<file path="config.mk">
export PLATFORM = sky130hd
export DESIGN_NAME = clock_set_ctrl
export DESIGN_NICKNAME = d
export VERILOG_FILES = /design/src/rtl/clock_pkg.sv /design/src/rtl/bcd_digit_cnt.sv /design/src/rtl/clock_set_ctrl.sv
export SDC_FILE = /design/constraint.sdc
export NUM_CORES = 1
export LEC_CHECK = 0
export ABC_AREA = 1
export BUFFER_PORTS_ARGS = -buffer_cell sky130_fd_sc_hd__buf_2
export CAP_MARGIN = 30
export CORE_MARGIN = 10
export CORE_UTILIZATION = 42
export DETAILED_ROUTE_END_ITERATION = 10
export PLACE_DENSITY = 0.62
export RECOVER_POWER = 25
export SYNTH_ARGS = -nofsm -noshare
export SYNTH_HDL_FRONTEND = slang
export SYNTH_SLANG_ARGS = --single-unit
export TNS_END_PERCENT = 100
</file>
<file path="constraint.sdc">
create_clock -name clk -period 2.75 [get_ports clk]
set_input_delay 0.1375 -clock clk [delete_from_list [all_inputs] [get_ports clk]]
set_output_delay 0.1375 -clock clk [all_outputs]
set_load 0.05 [all_outputs]
</file>
<file path="src/rtl/clock_pkg.sv">
// Shared types and constants for the time-of-day controller.
package clock_pkg;

    typedef enum logic [1:0] {
        RUN     = 2'd0,
        SET_HR  = 2'd1,
        SET_MIN = 2'd2
    } mode_t;

    typedef logic [3:0] bcd_t;

    // Units digits count 0-9, tens-of-sec/min count 0-5.
    localparam bcd_t SEC_LO_MAX     = 4'd9;
    localparam bcd_t SEC_HI_MAX     = 4'd5;
    // Hours stop at 23: tens digit 2, and units 3 while the tens digit is 2.
    localparam bcd_t HR_MAX_HI      = 4'd2;
    localparam bcd_t HR_MAX_LO_AT_2 = 4'd3;

    // Set-mode button cycles RUN -> SET_HR -> SET_MIN -> RUN.
    function automatic mode_t next_mode(input mode_t m);
        case (m)
            RUN:     return SET_HR;
            SET_HR:  return SET_MIN;
            default: return RUN;
        endcase
    endfunction

endpackage

</file>
<file path="src/rtl/bcd_digit_cnt.sv">
// One BCD digit counter, modulo MAX+1, with synchronous clear and carry out.
module bcd_digit_cnt
    import clock_pkg::*;
#(
    parameter logic [3:0] MAX = 4'd9
) (
    input  logic       clk,
    input  logic       rst,
    input  logic       en,
    input  logic       clr,
    output logic [3:0] value,
    output logic       co
);

    bcd_t value_q;
    bcd_t value_d;

    // Next value: clear wins, otherwise advance and wrap at MAX when enabled.
    always_comb begin
        // NOTE: every always_comb output gets a default first so no latch is inferred.
        value_d = value_q;
        if (clr) begin
            value_d = '0;
        end else if (en) begin
            // >= rather than == so a corrupted digit still recovers to a legal value.
            value_d = (value_q >= MAX) ? '0 : value_q + 4'd1;
        end
    end

    // Digit register.
    always_ff @(posedge clk) begin
        // NOTE: state flops use non-blocking assignments so all flops update from pre-edge values.
        if (rst) begin
            value_q <= '0;
        end else begin
            value_q <= value_d;
        end
    end

    assign value = value_q;
    assign co    = en && (value_q == MAX);

endmodule

</file>
<file path="src/rtl/clock_set_ctrl.sv">
// Time-of-day controller: 1 Hz prescaler, cascaded BCD time digits and a
// button-driven set-mode FSM (RUN / SET_HR / SET_MIN).
// Optional macro CLOCK_SET_BLINK_EN enables a 1 Hz, 50% duty blink strobe
// for the field being edited; without it blink is tied low.
// TICK_DIV must be even and >= 4, and 2**CNT_W >= TICK_DIV.
module clock_set_ctrl
    import clock_pkg::*;
#(
    parameter int TICK_DIV = 50000000,
    parameter int CNT_W    = 26
) (
    input  logic       clk,
    input  logic       rst,
    input  logic       btn_mode,
    input  logic       btn_inc,
    output logic       tick_1hz,
    output logic [3:0] sec_lo,
    output logic [3:0] sec_hi,
    output logic [3:0] min_lo,
    output logic [3:0] min_hi,
    output logic [3:0] hr_lo,
    output logic [3:0] hr_hi,
    output logic [1:0] mode,
    output logic       blink
);

    localparam logic [CNT_W-1:0] PRESC_LAST = CNT_W'(TICK_DIV - 1);

    mode_t            mode_q,  mode_d;
    logic [CNT_W-1:0] presc_q, presc_d;
    logic             tick_q,  tick_d;

    logic run_tick;
    logic inc_hr;
    logic inc_min;
    logic sec_clr;
    logic min_lo_en;
    logic hr_lo_en;
    logic hr_clr;

    logic sec_lo_co, sec_hi_co, min_lo_co, min_hi_co, hr_lo_co, hr_hi_co;

    // Mode next-state and per-digit control strobes.
    always_comb begin
        mode_d = mode_q;
        if (btn_mode) begin
            mode_d = next_mode(mode_q);
        end
        // A tick in RUN is applied even when btn_mode arrives on the same edge.
        run_tick = (mode_q == RUN) && tick_q;
        // A simultaneous btn_mode takes priority and the increment is dropped.
        inc_hr   = (mode_q == SET_HR)  && btn_inc && !btn_mode;
        inc_min  = (mode_q == SET_MIN) && btn_inc && !btn_mode;
        // Leaving SET_MIN restarts the second from zero.
        sec_clr  = (mode_q == SET_MIN) && btn_mode;

        min_lo_en = sec_hi_co || inc_min;
        // Minute rollover feeds hours only while running; set-mode wraps stay local.
        hr_lo_en  = (min_hi_co && (mode_q == RUN)) || inc_hr;
        // 23 -> 00 on increment; hr_hi_co only fires from an illegal 29 and
        // is folded in so hours self-correct.
        hr_clr    = (hr_lo_en && (hr_hi == HR_MAX_HI) && (hr_lo == HR_MAX_LO_AT_2))
                    || hr_hi_co;
    end

    // Prescaler next value and registered 1 Hz tick aligned to the last count.
    always_comb begin
        if (sec_clr || (presc_q == PRESC_LAST)) begin
            presc_d = '0;
        end else begin
            presc_d = presc_q + CNT_W'(1);
        end
        tick_d = (presc_d == PRESC_LAST);
    end

    // Mode, prescaler and tick registers.
    always_ff @(posedge clk) begin
        // NOTE: reset is synchronous, so it is sampled only on the clock edge like any other input.
        if (rst) begin
            mode_q  <= RUN;
            presc_q <= '0;
            tick_q  <= 1'b0;
        end else begin
            mode_q  <= mode_d;
            presc_q <= presc_d;
            tick_q  <= tick_d;
        end
    end

    bcd_digit_cnt #(.MAX(SEC_LO_MAX)) u_sec_lo (
        .clk(clk), .rst(rst), .en(run_tick), .clr(sec_clr),
        .value(sec_lo), .co(sec_lo_co)
    );

    bcd_digit_cnt #(.MAX(SEC_HI_MAX)) u_sec_hi (
        .clk(clk), .rst(rst), .en(sec_lo_co), .clr(sec_clr),
        .value(sec_hi), .co(sec_hi_co)
    );

    bcd_digit_cnt #(.MAX(SEC_LO_MAX)) u_min_lo (
        .clk(clk), .rst(rst), .en(min_lo_en), .clr(1'b0),
        .value(min_lo), .co(min_lo_co)
    );

    bcd_digit_cnt #(.MAX(SEC_HI_MAX)) u_min_hi (
        .clk(clk), .rst(rst), .en(min_lo_co), .clr(1'b0),
        .value(min_hi), .co(min_hi_co)
    );

    bcd_digit_cnt #(.MAX(SEC_LO_MAX)) u_hr_lo (
        .clk(clk), .rst(rst), .en(hr_lo_en), .clr(hr_clr),
        .value(hr_lo), .co(hr_lo_co)
    );

    bcd_digit_cnt #(.MAX(HR_MAX_HI)) u_hr_hi (
        .clk(clk), .rst(rst), .en(hr_lo_co), .clr(hr_clr),
        .value(hr_hi), .co(hr_hi_co)
    );

    assign tick_1hz = tick_q;
    assign mode     = mode_q;

`ifdef CLOCK_SET_BLINK_EN
    localparam logic [CNT_W-1:0] PRESC_HALF = CNT_W'(TICK_DIV / 2);
    assign blink = (mode_q != RUN) && (presc_q < PRESC_HALF);
`else
    assign blink = 1'b0;
`endif

endmodule

</file>
==> flow_summary.toml <==
[global_routing]
grt.met3_usage_pct = 2.899
grt.met1_usage_pct = 16.26
antenna_found_initial = 0
track_usage_pct = 12.68
grt_pass1_wl_mm = 12.14
grt_start_max_net_pins = 25
grt.busiest_layer = "met2"
grt_pass1_vias = 2669
gr-total-overflow = 0
global_route.usage.met2_pct = 20.63

[critical_path]
startpoint = "presc_q[0]"
worst_setup_path_start_kind = "flop"
r2r_start = "presc_q[0]"
critPathMaxFanout = 8
endpoint_kind = "flop"
path_class = "reg2reg"
cp.required_ns = 3.01
crit_arrival_ns = 2.13

[drt]
ant_nets = 0
drt-initial-drc-count = 179
drc_errors = 0
first_pass_iters = 5
avgRoutedWirePerCell_um = 11.73
drt-vias-per-instance = 4.820
num_vias = 2911
wl_mm = 7.084

[die]
fp.dieW_um = 106.0
core-area_um2 = 7214
die_h_um = 106.0
io_pins = 32
initial_core_util_pct = 43.08
fp.dieArea_um2 = 11240
row_count = 31

[clock_tree]
cts_setup_buffers = 0
ctsHoldBuffers = 0
cts_tree = "done"
cts_sinks = 53
cts_buffer_depth = 2
clock_latency_ns = 0.31
clkSlewWorstSetupHoldPaths_ns = 0.11
cts_max_level = 2
cts_resized = 0
cts_root_buffer = "clkbuf_8"
cts-buffers-inserted = 5

[placed_design]
dp_hpwl_mm = 5.657
io_buffers = 30
place_congestion = 0.9242

[logic_synthesis]
synth_xor_area_share_pct = 2.536
synth_cell_types = 31
synth_area_leaders = "dfxtp_1 (34%), nand2_1 (14%), nor2_1 (9.5%), inv_1 (7.6%), ha_1 (7.2%)"
syn_area_per_cell_um2 = 6.627
synth_top_family_by_area = "simple AND/OR/NAND/NOR gates"
yosysTopAreaCellShare_pct = 34.14
synth_compound_area_share_pct = 7.931
synth_fa_ha_area_share_pct = 7.246
synth.area.mux_share_pct = 0
yosys.area_share.simple_pct = 39.73
synth_nets = 491
syn-cell-area_um2 = 3108
syn-instance-count = 469
ys_seq_area_share_pct = 34.14
ys_warn_count = 0
yosysTopAreaCell = "dfxtp_1"
ys_ff_latch = 53

[final_layout]
diodes = 0
nets = 526
fin_util_pct = 47.69
area_delta_synth_final_pct = 10.71
layout-drive-gt1-share_pct = 9.307

[flow_run]
drv_cap = 0

[hold_path]
hp-start = "rst"
hold_class = "in2reg"

[power]
p_per_area_nw_per_um2 = 383.3
leakagePower_nw = 1.315
ir_drop_mv = 0.2602

[timing]
tightest_slew_ns = 0.6100
finalSetupViolCount = 0
hold_viol = 0
fin_crit_sh_pct = 67.86
skew_ns = 0.01321
post-route-min-period_ns = 1.866
worst_slew_margin_rel_pct = 59.51
rsz0062_at_grt = "false"
fin_tns_setup_ns = 0
max_freq_ghz = 0.5358
final-max-slew-violation-count = 0

[run_status]
status = "finished clean"
==> metal layers <==
layer	wire, um	share of wire [%]
met5	0	0
met4	133	1.9
met3	382	5.4
met2	3150	44
met1	3418	48
==> cells by family (layout without fill, tap and decap cells) <==
family          Yosys count  after routing
other cells               1              1
simple gates            278            278
compound gates           43             43
flops                    53             53
buf+inv                  67            103
xor+xnor                  9              9
fa+ha+maj                18             18
==> per-stage QoR <==
step                      power, mW  cell area, um2  hold slack (ns)  worst slack (ns)  cells
final                         1.319            3441          0.02335            0.8837    604
after global routing          1.380            3441          0.01638            0.6190    604
after CTS                     1.337            3466          0.01741            0.8493    604
after detailed placement     0.8783            3372           0.3611            0.8576    596
after global placement       0.8775            3372           0.3642            0.9062    596
after floorplan              0.8587            3108           0.2099            0.7726    469
==> sequential cells by signal, summed over array words and instances, names as in the netlist <==
name / count
mode: 2
presc_q: 26
tick_1hz: 1
u_hr_hi.value: 4
u_hr_lo.value: 4
u_min_hi.value: 4
u_min_lo.value: 4
u_sec_hi.value: 4
u_sec_lo.value: 4
==> critical path, stage by stage (launching register included) <==
cell and delay [ns]:
dfxtp_1 0.47, ha_1 0.26, nand3_1 0.15, nor2_2 0.23, xor2_1 0.17, nand3_1 0.16, nor2_1 0.12, nand2_1 0.05
nor2_1 0.09, nand2_1 0.06, nor2_1 0.07
==> Yosys cell counts <==
library cell,number
a211oi_1,3
a21oi_1,24
a31o_2,1
a31oi_1,1
a41oi_1,3
buf_2,2
buf_4,1
conb_1,1
dfxtp_1,53
ha_1,18
inv_1,63
inv_2,1
nand2_1,119
nand2_2,7
nand2_4,3
nand3_1,37
nand3_2,2
nand3b_1,1
nand4_1,5
nor2_1,79
nor2_2,8
nor2_4,5
nor3_1,10
nor3b_1,1
o211a_1,1
o21ai_0,8
o21ai_1,1
o21bai_1,1
or2_0,1
xnor2_1,1
xor2_1,8
==> power breakdown <==
group | leakage (nW) | switching (mW) | total (mW) | internal [mW]
logic | 0.842 | 0.0559 | 0.0739 | 0.0180
registers | 0.428 | 0.0105 | 0.785 | 0.775
clock network | 0.0447 | 0.275 | 0.460 | 0.184
==> layout make-up <==
type                       count  area (um2)
sequential                    53        1061
clock buffer                   5       68.82
clock inverter                 3       25.02
multi-input combinational    349        1787
tap                           99       123.9
fill                         771        3774
timing repair buffer          31       135.1
inverter                      64       240.2
==> path summary, 6_finish.rpt <==
path                           end  slack (ns)  cells after the start
hold reg to reg   u_hr_hi.value[3]        0.49                      2
setup reg to reg          tick_1hz        0.88                     10
setup / recovery          tick_1hz        0.88                     10
hold / removal         presc_q[25]        0.02                      2
==> cell usage in the layout (no fill, tap or decap), types with 2 or more instances in the layout <==
master,count
a21oi_1,24
xor2_1,8
dfxtp_1,53
ha_1,18
nand3_1,37
nor2_4,5
nor2_2,7
a211oi_1,3
buf_2,12
nand4_1,5
nand2_2,7
nand3_2,2
nand2_4,3
o21ai_0,8
nor2_1,80
nor3_1,10
clkbuf_8,5
inv_1,63
a41oi_1,3
clkbuf_1,18
nand2_1,119
Power figures use the tool's default switching activity.
